<file path="src/rtl/shift_sequencer_pkg.sv">
// Shared definitions for the shift sequencer: ALU function codes,
// sequencer state encoding and a function-code classifier.
package shift_sequencer_pkg;

    // ALU function codes shared with the rest of the datapath
    typedef enum logic [3:0] {
        FUNC_ADD = 4'h0,
        FUNC_SUB = 4'h1,
        FUNC_AND = 4'h2,
        FUNC_OR  = 4'h3,
        FUNC_XOR = 4'h4,
        FUNC_LLS = 4'h5,
        FUNC_LRS = 4'h6,
        FUNC_ALS = 4'h7,
        FUNC_ARS = 4'h8
    } alu_func_e;

    // Sequencer states
    typedef enum logic [1:0] {
        ST_IDLE = 2'd0,
        ST_RUN  = 2'd1,
        ST_FIN  = 2'd2
    } state_e;

    // True for the four codes the sequencer knows how to execute
    function automatic logic is_shift_func(input logic [3:0] f);
        return f inside {FUNC_LLS, FUNC_LRS, FUNC_ALS, FUNC_ARS};
    endfunction

endpackage

</file>
<file path="src/rtl/shift_sequencer_if.sv">
// Request/response bundle between a shift-sequencer client (master)
// and the sequencer (slave). abort exists only with SHIFT_SEQ_ABORT_EN.
interface shift_sequencer_if #(
    parameter int data_width = 16,
    parameter int amt_width  = 4
);
    logic                  start;
    logic [3:0]            func_code;
    logic [data_width-1:0] a;
    logic [amt_width-1:0]  amount;
    logic                  busy;
    logic                  done;
    logic                  err;
    logic [data_width-1:0] result;
`ifdef SHIFT_SEQ_ABORT_EN
    logic                  abort;
`endif

    modport master (
`ifdef SHIFT_SEQ_ABORT_EN
        output abort,
`endif
        output start, func_code, a, amount,
        input  busy, done, err, result
    );

    modport slave (
`ifdef SHIFT_SEQ_ABORT_EN
        input  abort,
`endif
        input  start, func_code, a, amount,
        output busy, done, err, result
    );
endinterface

</file>
<file path="src/rtl/shift_sequencer_shift.sv">
// SHIFT unit: one single-bit shift of the selected kind, purely
// combinational. Unknown codes pass the operand through.
module shift_sequencer_shift
    import shift_sequencer_pkg::*;
#(
    parameter int data_width = 16
) (
    input  logic [data_width-1:0] din_i,
    input  logic [3:0]            func_i,
    output logic [data_width-1:0] dout_o
);

    // One-bit shift; ARS replicates the sign bit into the vacated MSB
    always_comb begin
        dout_o = din_i;
        case (func_i)
            FUNC_LLS, FUNC_ALS: dout_o = {din_i[data_width-2:0], 1'b0};
            FUNC_LRS:           dout_o = {1'b0, din_i[data_width-1:1]};
            FUNC_ARS:           dout_o = {din_i[data_width-1], din_i[data_width-1:1]};
            default:            dout_o = din_i;
        endcase
    end

endmodule

</file>
<file path="src/rtl/shift_sequencer.sv">
// Multi-cycle shift sequencer: applies one 1-bit shift per cycle
// through the SHIFT unit until the captured count is exhausted.
// Optional feature: define SHIFT_SEQ_ABORT_EN to add an abort input
// that cancels an operation in RUN without a done pulse.
module shift_sequencer
    import shift_sequencer_pkg::*;
#(
    parameter int data_width = 16,
    parameter int amt_width  = 4
) (
    input  logic              clk,
    input  logic              reset,
    shift_sequencer_if.slave  bus
);

    state_e                state_q;
    logic [data_width-1:0] work_q;
    logic [data_width-1:0] shifted;
    logic [amt_width-1:0]  cnt_q;
    logic [3:0]            func_q;
    logic                  busy_q;
    logic                  done_q;
    logic                  err_q;
    logic [data_width-1:0] result_q;

    shift_sequencer_shift #(.data_width(data_width)) u_shift (
        .din_i  (work_q),
        .func_i (func_q),
        .dout_o (shifted)
    );

    // Control FSM plus working register; all outputs registered
    always_ff @(posedge clk or posedge reset) begin
        if (reset) begin
            state_q  <= ST_IDLE;
            work_q   <= '0;
            cnt_q    <= '0;
            func_q   <= '0;
            busy_q   <= 1'b0;
            done_q   <= 1'b0;
            err_q    <= 1'b0;
            result_q <= '0;
        end else begin
            done_q <= 1'b0;
            err_q  <= 1'b0;
            case (state_q)
                ST_IDLE: begin
                    if (bus.start) begin
                        work_q <= bus.a;
                        cnt_q  <= bus.amount;
                        func_q <= bus.func_code;
                        // zero count or bad code skip straight to FIN
                        if (bus.amount != '0 && is_shift_func(bus.func_code)) begin
                            state_q <= ST_RUN;
                            busy_q  <= 1'b1;
                        end else begin
                            state_q <= ST_FIN;
                        end
                    end
                end
                ST_RUN: begin
`ifdef SHIFT_SEQ_ABORT_EN
                    if (bus.abort) begin
                        state_q <= ST_IDLE;
                        busy_q  <= 1'b0;
                        cnt_q   <= '0;
                    end else
`endif
                    begin
                        work_q <= shifted;
                        cnt_q  <= cnt_q - amt_width'(1);
                        if (cnt_q == amt_width'(1)) begin
                            state_q <= ST_FIN;
                            busy_q  <= 1'b0;
                        end
                    end
                end
                ST_FIN: begin
                    done_q   <= 1'b1;
                    err_q    <= ~is_shift_func(func_q);
                    result_q <= work_q;
                    state_q  <= ST_IDLE;
                end
                default: begin
                    state_q <= ST_IDLE;
                    busy_q  <= 1'b0;
                end
            endcase
        end
    end

    assign bus.busy   = busy_q;
    assign bus.done   = done_q;
    assign bus.err    = err_q;
    assign bus.result = result_q;

endmodule

</file>
<file path="src/flat_wrapper.sv">
// flat-port wrapper written by rule: the top's interface ports become plain ports
module shift_sequencer_flat import shift_sequencer_pkg::*;
#(
    parameter int data_width = 16,
    parameter int amt_width  = 4
)
  (clk, reset, bus_start, bus_func_code, bus_a, bus_amount, bus_busy, bus_done, bus_err, bus_result);
  shift_sequencer_if #(.data_width(data_width), .amt_width(amt_width)) bus_i ();
  input  logic clk;
  input  logic reset;
  input wire logic [$bits(bus_i.start)-1:0] bus_start;
  input wire logic [$bits(bus_i.func_code)-1:0] bus_func_code;
  input wire logic [$bits(bus_i.a)-1:0] bus_a;
  input wire logic [$bits(bus_i.amount)-1:0] bus_amount;
  output wire logic [$bits(bus_i.busy)-1:0] bus_busy;
  output wire logic [$bits(bus_i.done)-1:0] bus_done;
  output wire logic [$bits(bus_i.err)-1:0] bus_err;
  output wire logic [$bits(bus_i.result)-1:0] bus_result;
  assign bus_i.start = bus_start;
  assign bus_i.func_code = bus_func_code;
  assign bus_i.a = bus_a;
  assign bus_i.amount = bus_amount;
  assign bus_busy = bus_i.busy;
  assign bus_done = bus_i.done;
  assign bus_err = bus_i.err;
  assign bus_result = bus_i.result;
  shift_sequencer #(.data_width(data_width), .amt_width(amt_width)) u_core (.clk(clk), .reset(reset), .bus(bus_i));
endmodule
</file>
<file path="config.mk">
export PLATFORM = sky130hd
export DESIGN_NAME = shift_sequencer_flat
export DESIGN_NICKNAME = d
export VERILOG_FILES = /design/src/rtl/shift_sequencer_pkg.sv /design/src/rtl/shift_sequencer_if.sv /design/src/rtl/shift_sequencer_shift.sv /design/src/rtl/shift_sequencer.sv /design/src/flat_wrapper.sv
export SDC_FILE = /design/constraint.sdc
export NUM_CORES = 1
export LEC_CHECK = 0
export BUFFER_PORTS_ARGS = -buffer_cell sky130_fd_sc_hd__buf_2
export CELL_PAD_IN_SITES_DETAIL_PLACEMENT = 0
export CELL_PAD_IN_SITES_GLOBAL_PLACEMENT = 1
export CORE_UTILIZATION = 42
export CTS_CLUSTER_SIZE = 8
export DETAILED_ROUTE_END_ITERATION = 16
export PLACE_DENSITY_LB_ADDON = 0.1
export SYNTH_ARGS = -nofsm -noshare
export SYNTH_HDL_FRONTEND = slang
export SYNTH_SLANG_ARGS = --single-unit
</file>
<file path="constraint.sdc">
create_clock -name clk -period 2.1 [get_ports clk]
set_clock_uncertainty 0.15 [all_clocks]
set_input_delay 0.105 -clock clk [delete_from_list [all_inputs] [get_ports clk]]
set_output_delay 0.105 -clock clk [all_outputs]
set_load 0.02 [all_outputs]
</file>
======== Word-level counts from Yosys, hierarchy flattened ========
Index checks and enable logic that the tools add are counted.
storage, ports and cells
  flip-flop bits (word level) ............. 45
  output and inout bits ................... 19
  logic and storage cells ................. 57
operators by class
  add/subtract/negate cells ............... 1
  eq/ne operators ......................... 17
  muxes and demuxes ....................... 15
  bitwise operators ....................... 2
  reduce and logical (&&, ||, !) cells .... 13
operators by type and width
  kind                                                    number
  one-hot mux 16 bit (3 select lines)                     1
  one-hot mux 16 bit (2 select lines)                     1
  equality test 4 x 3 -> 1 bit (second input constant)    6
  2-to-1 mux 16 bit                                       1
  nonzero test 4 bit                                      3
  equality test 4 bit (second input constant)             2
  one-hot mux 4 bit (2 select lines)                      1
  AND reduction 4 bit                                     2
  2-to-1 mux 2 bit                                        3
  AND reduction 2 bit                                     3
  2-to-1 mux 1 bit                                        5
  equality test 4 x 1 -> 1 bit (second input constant)    1
  2-to-1 mux 4 bit                                        1
  inequality test 2 x 1 -> 1 bit (second input constant)  2
  inequality test 2 bit (second input constant)           2
  inequality test 4 x 2 -> 1 bit (second input constant)  1
  one-hot mux 2 bit (2 select lines)                      1
  subtractor 4 x 1 -> 4 bit (second input constant)       1
  inequality test 3 x 2 -> 1 bit (second input constant)  1
  one-hot mux 1 bit (3 select lines)                      1
  AND reduction 3 bit                                     1
  equality test 2 x 1 -> 1 bit (second input constant)    1
  equality test 2 bit (second input constant)             1
  zero test 2 bit                                         1
  4 further kinds                                         5

======== Depth between registers and ports, before layout ========
Gate-level depths: netlist of run 1.
  word-level depth ........................ 6
  gate-level depth with buffers ........... 7
  depth with buffers taken out ............ 5

======== Hierarchy ========
Synthesis of run 1 repeated with hierarchy kept, for this count alone.
unflattened totals
  cells, all modules ...................... 211
  area, all modules ....................... 2,414.8 um^2
by module, submodules not included
  module                 instances  cells an instance  area an instance (um^2)
  shift_sequencer        1          169                2,087.0
  shift_sequencer_shift  1          42                 327.8

======== Least setup slack after synthesis of run 1 ========
OpenSTA, ideal clock, no wires.
  path kind ............................... register to register
  start ................................... reg u_core.func_q[0]
  end ..................................... reg u_core.work_q[10]
  arrival time ............................ 1.655 ns
  data required time ...................... 1.858 ns
  setup slack ............................. 0.203 ns
  stages on the path, launching flop included .. 7
  buffers on the path ..................... 2
  clock period less this slack ............ 1.897 ns
  cell sequence ........................... dfrtp_1 > nor4b_4 > a211oi_2 > or2_1 > buf_2 > buf_6 > o31ai_2
on the way
  longest elaborated chain between the ends .. 4
  elaborated cells on any way between the ends .. 9
  classes of those cells .................. eq/ne: 5; mux: 2; reduce/logical: 2
RTL lines
  item                                                                                   line                         RTL
  from (decl)                                                                            shift_sequencer.sv:20        logic [3:0] func_q;
  from (signal assigned)                                                                 shift_sequencer.sv:51        func_q <= bus.func_code;
  equality test 4 x 3 -> 1 bit                                                           shift_sequencer_shift.sv:16  case (func_i)
  OR reduction 2 bit                                                                     shift_sequencer_shift.sv:16
  one-hot mux 16 bit (3 select lines) or inequality test 4 x 2 -> 1 bit (tied branches)  --
  one-hot mux 16 bit (2 select lines) or AND reduction 3 bit (tied branches)             --
  to (signal assigned)                                                                   shift_sequencer.sv:49        work_q <= bus.a;
  to (signal assigned)                                                                   shift_sequencer.sv:70        work_q <= shifted;
  to (decl)                                                                              shift_sequencer.sv:17        logic [data_width-1:0] work_q;
Parallel ways exist; a longest one is shown, timed or not.
A chain may end at the register's enable or synchronous reset.

======== Final worst setup path of run 1 ========
  start ................................... reg u_core.func_q[0]
  end ..................................... reg u_core.work_q[8]
Same word-level chain as after synthesis.

==> flow_metrics.py, run 1 <==
metrics = {
    "sta": {
        "tightest_slew_ns": 0.806,
        "hold_violations": 0,
        "timing.setup.tns_ns": 0,
        "setup_viol": 0,
        "period_share_pct": 91.2,
        "fin_crit_ns": 1.91,
        "drv_slew": 0,
        "slew_headroom_pct": 45.9,
        "grt_setup_unrepaired": "no",
        "fmax_ghz": 0.522,
    },
    "die": {
        "pin_count": 46,
        "row_count": 26,
        "die_area_um2": 5810,
        "core-area_um2": 5200,
        "dieWidth_um": 76.2,
        "dieHeight_um": 76.2,
        "initial_utilization_pct": 44.4,
    },
    "logic_synthesis": {
        "synth_nets": 242,
        "synthesis.area_um2": 2310,
        "synth_cell_types": 37,
        "synth_seq_cells": 45,
        "synth_edf_count": 0,
        "async_flop_share_pct": 100,
        "yosysWarnings": 0,
        "seq_area_frac_synth_pct": 48.7,
        "syn_inst": 213,
        "ys.flop_type": "dfrtp_1",
        "syn_avg_cell_area_um2": 10.9,
    },
    "clocking": {
        "clk_pin_slew_worst_paths_ns": 0.08,
        "clock_tree.buffer_depth": 2,
        "cts_tree": "built",
        "clk_latency_ns": 0.30,
        "clock-sinks": 45,
        "root_buffer": "clkbuf_8",
        "cts_made_buffers": 5,
        "postCtsSetupBuffers": 0,
        "htreeDepth": 2,
    },
    "setup_path": {
        "cp-start-kind": "register",
        "required_ns": 2.16,
        "cp_slowest_cell": "dfrtp_1",
        "timing.critical_path.mode_cell": "buf_4",
        "max_stage_delay_ns": 0.44,
        "cp_num_buf_inv": 2,
        "setup.worst_path.end_class": "register",
        "cpLargestDelayFamily": "simple AND/OR/NAND/NOR gates",
        "cp.arrival_ns": 1.97,
        "crit_path_max_fanout": 8,
        "worstPathCellList": "nor4b_4 -> buf_4 -> a211oi_2 -> or2_1 -> buf_4 -> o31ai_2",
        "critPathKind": "reg -> reg",
    },
    "drt": {
        "initialDrtViolationCount": 103,
        "via_per_inst": 5.15,
        "drt_pass1_iterations": 4,
        "routed_wirelength_um": 5230,
        "drc_errors": 0,
        "vias": 1839,
        "ant_nets": 0,
        "wire_per_inst_um": 14.7,
    },
    "layout": {
        "final_cell_area_um2": 3010,
        "fin_nets": 315,
        "n_fill_cell": 464,
        "final_cell_mix": "45 x buf_2, 45 x dfrtp_1, 23 x dlygate4sd3_1",
        "drive_above_1_share_pct": 34.5,
        "antenna_cells_inserted": 0,
        "area_delta_synth_final_pct": 30.2,
    },
    "placed_design": {
        "placed_area_um2": 2660,
        "gp_congestion": 0.743,
        "dp_hpwl_um": 3570,
        "numPortBuffers": 45,
    },
    "global_route": {
        "grt_usage_pct": 19.7,
        "grt-ovfl-total": 0,
        "grt_first_pass_wirelength_um": 9060,
        "grt_max_degree": 25,
        "grt_pass1_vias": 1863,
        "antenna_found_initial": 0,
    },
    "power": {
        "powerDensity_nw_per_um2": 1530,
        "p_leak_nw": 1.33,
        "ir_drop_v": 0.000599,
    },
    "flow_run": {
        "drv_cap": 0,
    },
    "run_status": {
        "run_status": "complete, no violations",
    },
    "min_path": {
        "worstHoldPathType": "in -> reg",
    },
}
## kinds of logic after synthesis
group,Yosys count,share of synthesized area [%]
compound gates,66,20.8
mux,21,10.2
flops,45,48.7
buf+inv,22,4.22
simple gates,56,14.6
fa+ha+maj,2,1.08
xor+xnor,1,0.379
## final timing paths
kind,from,depth (start not counted),to,slack [ns]
worst max-delay path,u_core.func_q[0],6,u_core.work_q[8],0.19
worst min-delay path,bus_a[0],4,u_core.work_q[0],0.02
worst max register to register,u_core.func_q[0],6,u_core.work_q[8],0.19
worst min register to register,u_core.bus.result[6],1,u_core.bus.result[6],0.36
max in group asynchronous,reset,4,u_core.work_q[0],1.01
min in group asynchronous,reset,3,u_core.bus.result[8],0.25
## layout make-up
type | count | area [µm²] | area share [%]
sequential | 45 | 1130 | 37.4
multi-input combinational | 146 | 1090 | 36.2
timing repair buffer | 81 | 566 | 18.8
tap | 70 | 87.6 | 2.91
clock buffer | 7 | 86.3 | 2.87
clock inverter | 1 | 30.0 | 0.998
inverter | 7 | 26.3 | 0.873
## worst register-to-register path, cell delays in order (launching register included)
cell,delay [ns]
dfrtp_1,0.44
nor4b_4,0.35
buf_4,0.17
a211oi_2,0.04
or2_1,0.25
buf_4,0.19
o31ai_2,0.25
## layer usage
layer,vias up,part of all wire [%],track usage (%)
met1,873,50,26.9
met2,33,46,31.1
li1,929,-,-
met3,4,2.8,4.43
met5,-,0,0
met4,0,1.1,6.54
## metrics by stage
step                      power [mW]  hold slack (ns)  std cells  util, %  setup slack [ns]
after floorplan                 3.27           0.0718        213        -             0.203
after global placement          3.89           0.0564        326     51.2             0.140
after detailed placement        3.93           0.0470        326     51.2            0.0845
after CTS                       4.64           0.0155        357     57.8            0.0655
after global routing            4.95           0.0293        357     57.8            0.0534
final                           4.60           0.0188        357     57.8             0.185
## registers in the layout, indices dropped and copies added (netlist names)
signal             cells
u_core.bus.result     16
u_core.bus.done        1
u_core.func_q          4
u_core.cnt_q           4
u_core.bus.err         1
u_core.work_q         16
u_core.state_q         2
u_core.bus.busy        1
## report_power, final
group	internal, mW	switching [mW]
Combinational	1.03	1.23
Sequential	1.30	0.365
Clock	0.388	0.290
## timing repair
item | in CTS | in global routing
hold endpoints to repair | 43 | 0
hold buffers | 23 | 0
resized for setup | 0 | 1
endpoints found under the setup margin | 0 | 12
## synth_stat cells, types with 2 or more instances
cell      number  area [µm²]
nor3b_1       10        75.1
o21ai_1        2        10.0
a211oi_1      13        97.6
clkbuf_1       8        30.0
nor4_1         2        12.5
or2_1          3        18.8
o31ai_1        8        60.1
mux2_2        20         225
ha_1           2        25.0
nand2_1        4        15.0
a21oi_1        3        15.0
inv_1          7        26.3
a31oi_1        2        12.5
o31ai_2        9         113
o211ai_1       3        22.5
nand3_1        2        10.0
o21ai_0       20         100
dfrtp_1       45        1130
nand2b_1       3        18.8
nor3_1         3        15.0
o22ai_1        2        12.5
nor2b_1        5        31.3
buf_2          6        30.0
nor2_1        18        67.6
Power figures use the tool's default switching activity.
==> run 2, diff against run 1 <==
--- a/config.mk
+++ b/config.mk
@@ -8,7 +8,7 @@
 export BUFFER_PORTS_ARGS = -buffer_cell sky130_fd_sc_hd__buf_2
 export CELL_PAD_IN_SITES_DETAIL_PLACEMENT = 0
 export CELL_PAD_IN_SITES_GLOBAL_PLACEMENT = 1
-export CORE_UTILIZATION = 42
+export CORE_UTILIZATION = 46
 export CTS_CLUSTER_SIZE = 8
 export DETAILED_ROUTE_END_ITERATION = 16
 export PLACE_DENSITY_LB_ADDON = 0.1
==> constraint.sdc (replaced) <==
create_clock -name clk -period 2.4 [get_ports clk]
set_clock_uncertainty 0.15 [all_clocks]
set_input_delay 0.12 -clock clk [delete_from_list [all_inputs] [get_ports clk]]
set_output_delay 0.12 -clock clk [all_outputs]
set_load 0.02 [all_outputs]
==> run 2 against run 1 <==
Net effect: the run now ends with hold timing left; combinational power decreased by 14%; critical path type unchanged; clock power decreased by 23%; largest power group unchanged; sequential share of layout area up 0.75 points; highest routed layer unchanged.
==> flow_metrics.py, run 2 (same netlist as run 1, synthesis figures left out) <==
metrics = {
    "run_status": {
        "violations": "hold timing",
        "run_status": "finished with violations",
    },
    "sta": {
        "drv_slew": 0,
        "hold_violations": 1,
        "tightest_slew_ns": 0.774,
        "grt_setup_unrepaired": "no",
        "fin_crit_ns": 2.03,
        "period_share_pct": 84.4,
        "fin_hold_ws_ns": -0.00891,
        "slew_headroom_pct": 48.1,
        "fmax_ghz": 0.494,
        "setup_viol": 0,
        "timing.setup.tns_ns": 0,
    },
    "layout": {
        "final_cell_mix": "45 x buf_2, 45 x dfrtp_1, 21 x dlygate4sd3_1",
        "fin_nets": 312,
        "final_cell_area_um2": 2950,
        "fin_cells": 351,
        "drive_above_1_share_pct": 34.5,
        "antenna_cells_inserted": 0,
        "area_delta_synth_final_pct": 27.7,
    },
    "setup_path": {
        "setup.worst_path.end_class": "register",
        "cp_num_buf_inv": 0,
        "cp-start-kind": "register",
        "worstPathCellList": "nor4b_4 -> or2_1 -> a211oi_1 -> o31ai_1",
        "required_ns": 2.45,
        "cp.arrival_ns": 2.07,
        "r2r_slack_ns": 0.37,
        "cp_slowest_cell": "or2_1",
        "critPathKind": "reg -> reg",
        "crit_path_max_fanout": 17,
        "cpLargestDelayFamily": "simple AND/OR/NAND/NOR gates",
        "max_stage_delay_ns": 0.55,
    },
    "power": {
        "ir_drop_v": 0.000706,
        "p_int_mw": 2.28,
        "pwr-share-clk_pct": 13.3,
        "net-switching-power_mw": 1.64,
        "power_frac_seq_pct": 37.3,
        "sw_frac_of_total_pct": 41.9,
        "powerDensity_nw_per_um2": 1330,
        "p_leak_nw": 1.31,
        "p_total_mw": 3.92,
        "combinationalPowerShare_pct": 49.4,
    },
    "die": {
        "dieWidth_um": 72.9,
        "pin_count": 46,
        "row_count": 25,
        "core-area_um2": 4790,
        "die_area_um2": 5310,
        "initial_utilization_pct": 48.3,
        "dieHeight_um": 72.9,
    },
    "drt": {
        "ant_nets": 0,
        "wire_per_inst_um": 15.0,
        "routed_wirelength_um": 5280,
        "vias": 1888,
        "via_per_inst": 5.38,
        "initialDrtViolationCount": 113,
        "drt_pass1_iterations": 4,
        "drc_errors": 0,
    },
    "min_path": {
        "worstHoldPathType": "in -> reg",
    },
    "clocking": {
        "htreeDepth": 2,
        "cts_tree": "built",
        "root_buffer": "clkbuf_8",
        "clk_latency_ns": 0.30,
        "clock_tree.buffer_depth": 2,
        "clock-sinks": 45,
        "cts_made_buffers": 5,
        "clk_pin_slew_worst_paths_ns": 0.09,
    },
    "global_route": {
        "grt-ovfl-total": 0,
        "grt_max_degree": 22,
        "grt_usage_pct": 22.4,
        "grt_first_pass_wirelength_um": 9060,
        "antenna_found_initial": 0,
        "grt_pass1_vias": 1910,
    },
    "flow_run": {
        "drv_cap": 0,
    },
    "placed_design": {
        "gp_congestion": 0.818,
        "dp_hpwl_um": 3460,
        "numPortBuffers": 45,
        "placed_area_um2": 2640,
        "dp_cells": 322,
    },
}
run 2: cell count changes in the layout (fill, tap and decap cells not counted), sizes merged:
cell	change
bufinv	-1
clkinv	+1
buf	-1
dlygate4sd3	-2
run 2: power groups by stage:
stage               logic [mW]  registers (mW)  clock network, mW
floorplan                 1.30            1.56                  0
global placement          1.91            1.47                  0
detailed placement        1.92            1.48                  0
CTS                       1.96            1.46              0.531
global route              2.14            1.52              0.555
finish                    1.94            1.46              0.521
run 2: per-layer routing:
metal  up-vias  wire length [µm]  global-route usage [%]
met5         -                 0                       0
met4         0                62                    6.54
met3         6               131                    4.14
met2        32              2670                    38.5
met1       923              2410                    28.7
li1        927                 -                       -
run 2: what timing repair did:
| item | 4_1_cts | 5_1_grt |
|---|---|---|
| endpoints found under the hold margin | 39 | 0 |
| resized for setup | 0 | 0 |
| buffers inserted | 0 | 0 |
| hold buffers | 21 | 0 |
run 2: through the flow:
stage / util [%] / setup WS [ns] / hold slack [ns]
finish: 61.7 / 0.375 / -0.00891
global route: 61.7 / 0.188 / 0.0322
CTS: 61.7 / 0.371 / 0.00619
detailed placement: 55.2 / 0.391 / 0.0393
global placement: 55.2 / 0.445 / 0.0432
floorplan: - / 0.503 / 0.0868
run 2: cell type report:
class	count	area (µm²)
fillers	423	1830
multi-input cells	146	1090
clock inverters	1	5.00
repair buffers	78	526
inverters	7	26.3
clock buffers	7	96.3
well taps	67	83.8
flip-flops and latches	45	1130
run 2: worst register-to-register path: cells and delay by family, from the launching register on:
kind / cells / cell delay (ns)
simple gates: 2 / 0.90
compound gates: 2 / 0.45
flops: 1 / 0.44
run 2: final timing paths:
check,start,to,cells after the start
min reg2reg,u_core.bus.result[11],u_core.bus.result[11],1
max reg2reg,u_core.func_q[0],u_core.work_q[13],4
min,bus_a[12],u_core.work_q[12],3
max in group asynchronous,reset,u_core.bus.result[10],4
max,u_core.func_q[0],u_core.work_q[13],4
min in group asynchronous,reset,u_core.bus.result[5],3
==> run 3, diff against run 2 <==
--- a/config.mk
+++ b/config.mk
@@ -8,7 +8,7 @@
 export BUFFER_PORTS_ARGS = -buffer_cell sky130_fd_sc_hd__buf_2
 export CELL_PAD_IN_SITES_DETAIL_PLACEMENT = 0
 export CELL_PAD_IN_SITES_GLOBAL_PLACEMENT = 1
-export CORE_UTILIZATION = 46
+export CORE_UTILIZATION = 38
 export CTS_CLUSTER_SIZE = 8
 export DETAILED_ROUTE_END_ITERATION = 16
 export PLACE_DENSITY_LB_ADDON = 0.1
==> constraint.sdc (replaced) <==
create_clock -name clk -period 1.6 [get_ports clk]
set_clock_uncertainty 0.15 [all_clocks]
set_input_delay 0.08 -clock clk [delete_from_list [all_inputs] [get_ports clk]]
set_output_delay 0.08 -clock clk [all_outputs]
set_load 0.02 [all_outputs]
==> run 3 against run 2 <==
Net effect: cell area grew 19%; combinational power is 130% higher; clock power grew 25%; via count is 6.5% higher; the run ends with setup timing left; final cell count grew 8.0%; die area is 20% higher; clock-buffer cell count fell by 2; core utilization shrank 2.1 points; critical path type unchanged; setup slack lost 0.52 ns; worst hold slack improved by 0.015 ns; power rose by 88%.
==> flow_metrics.py, run 3 (same netlist as run 1, synthesis figures left out) <==
metrics = {
    "run_status": {
        "run_status": "finished with violations",
        "violations": "setup timing",
    },
    "die": {
        "die_area_um2": 6400,
        "dieWidth_um": 80.0,
        "initial_utilization_pct": 39.3,
        "dieHeight_um": 80.0,
        "row_count": 28,
        "pin_count": 46,
        "core-area_um2": 5890,
    },
    "sta": {
        "slew_headroom_pct": 72.8,
        "fin_crit_ns": 1.74,
        "worst_slack_ns": -0.141,
        "drv_slew": 0,
        "hold_violations": 0,
        "tightest_slew_ns": 0.405,
        "grt_setup_unrepaired": "yes",
        "setup_viol": 17,
        "fmax_ghz": 0.575,
        "period_share_pct": 109,
    },
    "placed_design": {
        "dp_hpwl_um": 3790,
        "dpl_worst_slack_ns": -0.196,
        "numPortBuffers": 45,
        "gp_congestion": 0.724,
    },
    "setup_path": {
        "crit_path_max_fanout": 8,
        "critPathKind": "reg -> reg",
        "cp.arrival_ns": 1.77,
        "required_ns": 1.63,
        "cp-start-kind": "register",
        "setup.worst_path.end_class": "register",
    },
    "layout": {
        "post-route-util_pct": 59.6,
        "fin_nets": 334,
        "area_delta_synth_final_pct": 51.6,
        "final_cell_mix": "45 x buf_2, 43 x dfrtp_1, 23 x dlygate4sd3_1",
        "n_fill_cell": 527,
        "drive_above_1_share_pct": 50.0,
        "layout_commonest_cell": "buf_2",
        "antenna_cells_inserted": 0,
    },
    "global_route": {
        "grt-ovfl-total": 0,
        "grt_max_degree": 30,
        "antenna_found_initial": 0,
        "grt_first_pass_wirelength_um": 10200,
        "grt_usage_pct": 21.1,
        "grt_pass1_vias": 2062,
    },
    "drt": {
        "drc_errors": 0,
        "drt_pass1_iterations": 4,
        "initialDrtViolationCount": 119,
        "vias": 2011,
        "routed_wirelength_um": 6070,
        "via_per_inst": 5.31,
        "ant_nets": 0,
        "wire_per_inst_um": 16.0,
    },
    "clocking": {
        "clock_tree.buffer_depth": 2,
        "root_buffer": "clkbuf_8",
        "cts_tree": "built",
        "clk_pin_slew_worst_paths_ns": 0.08,
        "clock-sinks": 45,
        "cts_made_buffers": 5,
        "clk_latency_ns": 0.29,
        "htreeDepth": 2,
    },
    "power": {
        "powerDensity_nw_per_um2": 2100,
        "ir_drop_v": 0.00108,
        "p_leak_nw": 1.50,
    },
    "min_path": {
        "worstHoldPathType": "in -> reg",
    },
    "flow_run": {
        "drv_cap": 0,
    },
}
## run 3: cell count changes in the layout (fill, tap and decap cells not counted), sizes merged
| cell | change |
|---|---|
| clkbuf | -1 |
| dlygate4sd3 | +2 |
| inv | +1 |
| buf | +19 |
| clkinv | -1 |
## run 3: timing repair
item                                   in CTS  in global routing
resized for setup                          36                 29
cloned                                      2                  1
buffers inserted                            3                  1
hold buffers                               23                  0
endpoints found under the hold margin      67                  0
pin swaps                                  13                 32
setup endpoints to repair                  19                 22
## run 3: cell type report
type                       count  area, µm²  share of cell area (%)
multi-input combinational    146       1360                    38.7
sequential                    45       1130                    32.2
timing repair buffer         100        826                    23.6
tap                           75       93.8                    2.68
clock buffer                   5       68.8                    1.96
inverter                       7       28.8                   0.821
clock inverter                 1       5.00                   0.143
## run 3: final timing paths
check	startpoint	to	slack [ns]	cells past startpoint
worst max register to register	u_core.func_q[3]	u_core.work_q[9]	-0.14	6
worst min register to register	u_core.bus.result[11]	u_core.bus.result[11]	0.36	1
min in group asynchronous	reset	u_core.work_q[2]	0.15	3
max in group asynchronous	reset	u_core.state_q[1]	0.64	4
worst min-delay path	bus_a[11]	u_core.work_q[11]	0.006	3
worst max-delay path	u_core.func_q[3]	u_core.work_q[9]	-0.14	6
## run 3: worst max-delay path, stage by stage, from the launching register on
cell and delay, ns:
dfrtp_1 0.42, nor4b_4 0.15, buf_4 0.14, or2_4 0.28, buf_12 0.16, a211oi_2 0.25
o31ai_2 0.07
## run 3: per-layer routing
layer	global-route usage (%)	part of all wire (%)
met5	0	0
met4	5.89	1.4
met3	4.34	3.5
met2	34.8	48
met1	27.8	47
## run 3: stage by stage
step           area, µm²  instances  power (mW)  hold WS, ns  setup TNS, ns
6_report            3510        379        7.37      0.00611          -1.87
2_1_floorplan       2360        213        4.43       0.0468          -3.16
3_5_place_dp        2810        343        5.52      -0.0645          -2.12
4_1_cts             3330        377        6.82      0.00994          -1.91
5_1_grt             3510        379        7.89      0.00875          -3.12
3_3_place_gp        2810        343        5.49      -0.0695          -1.92
## run 3: power breakdown
group | switching [mW] | internal [mW] | leakage, nW
registers | 0.539 | 1.72 | 0.549
clock network | 0.364 | 0.288 | 0.0399
logic | 2.20 | 2.26 | 0.912
total | 3.11 | 4.27 | 1.50
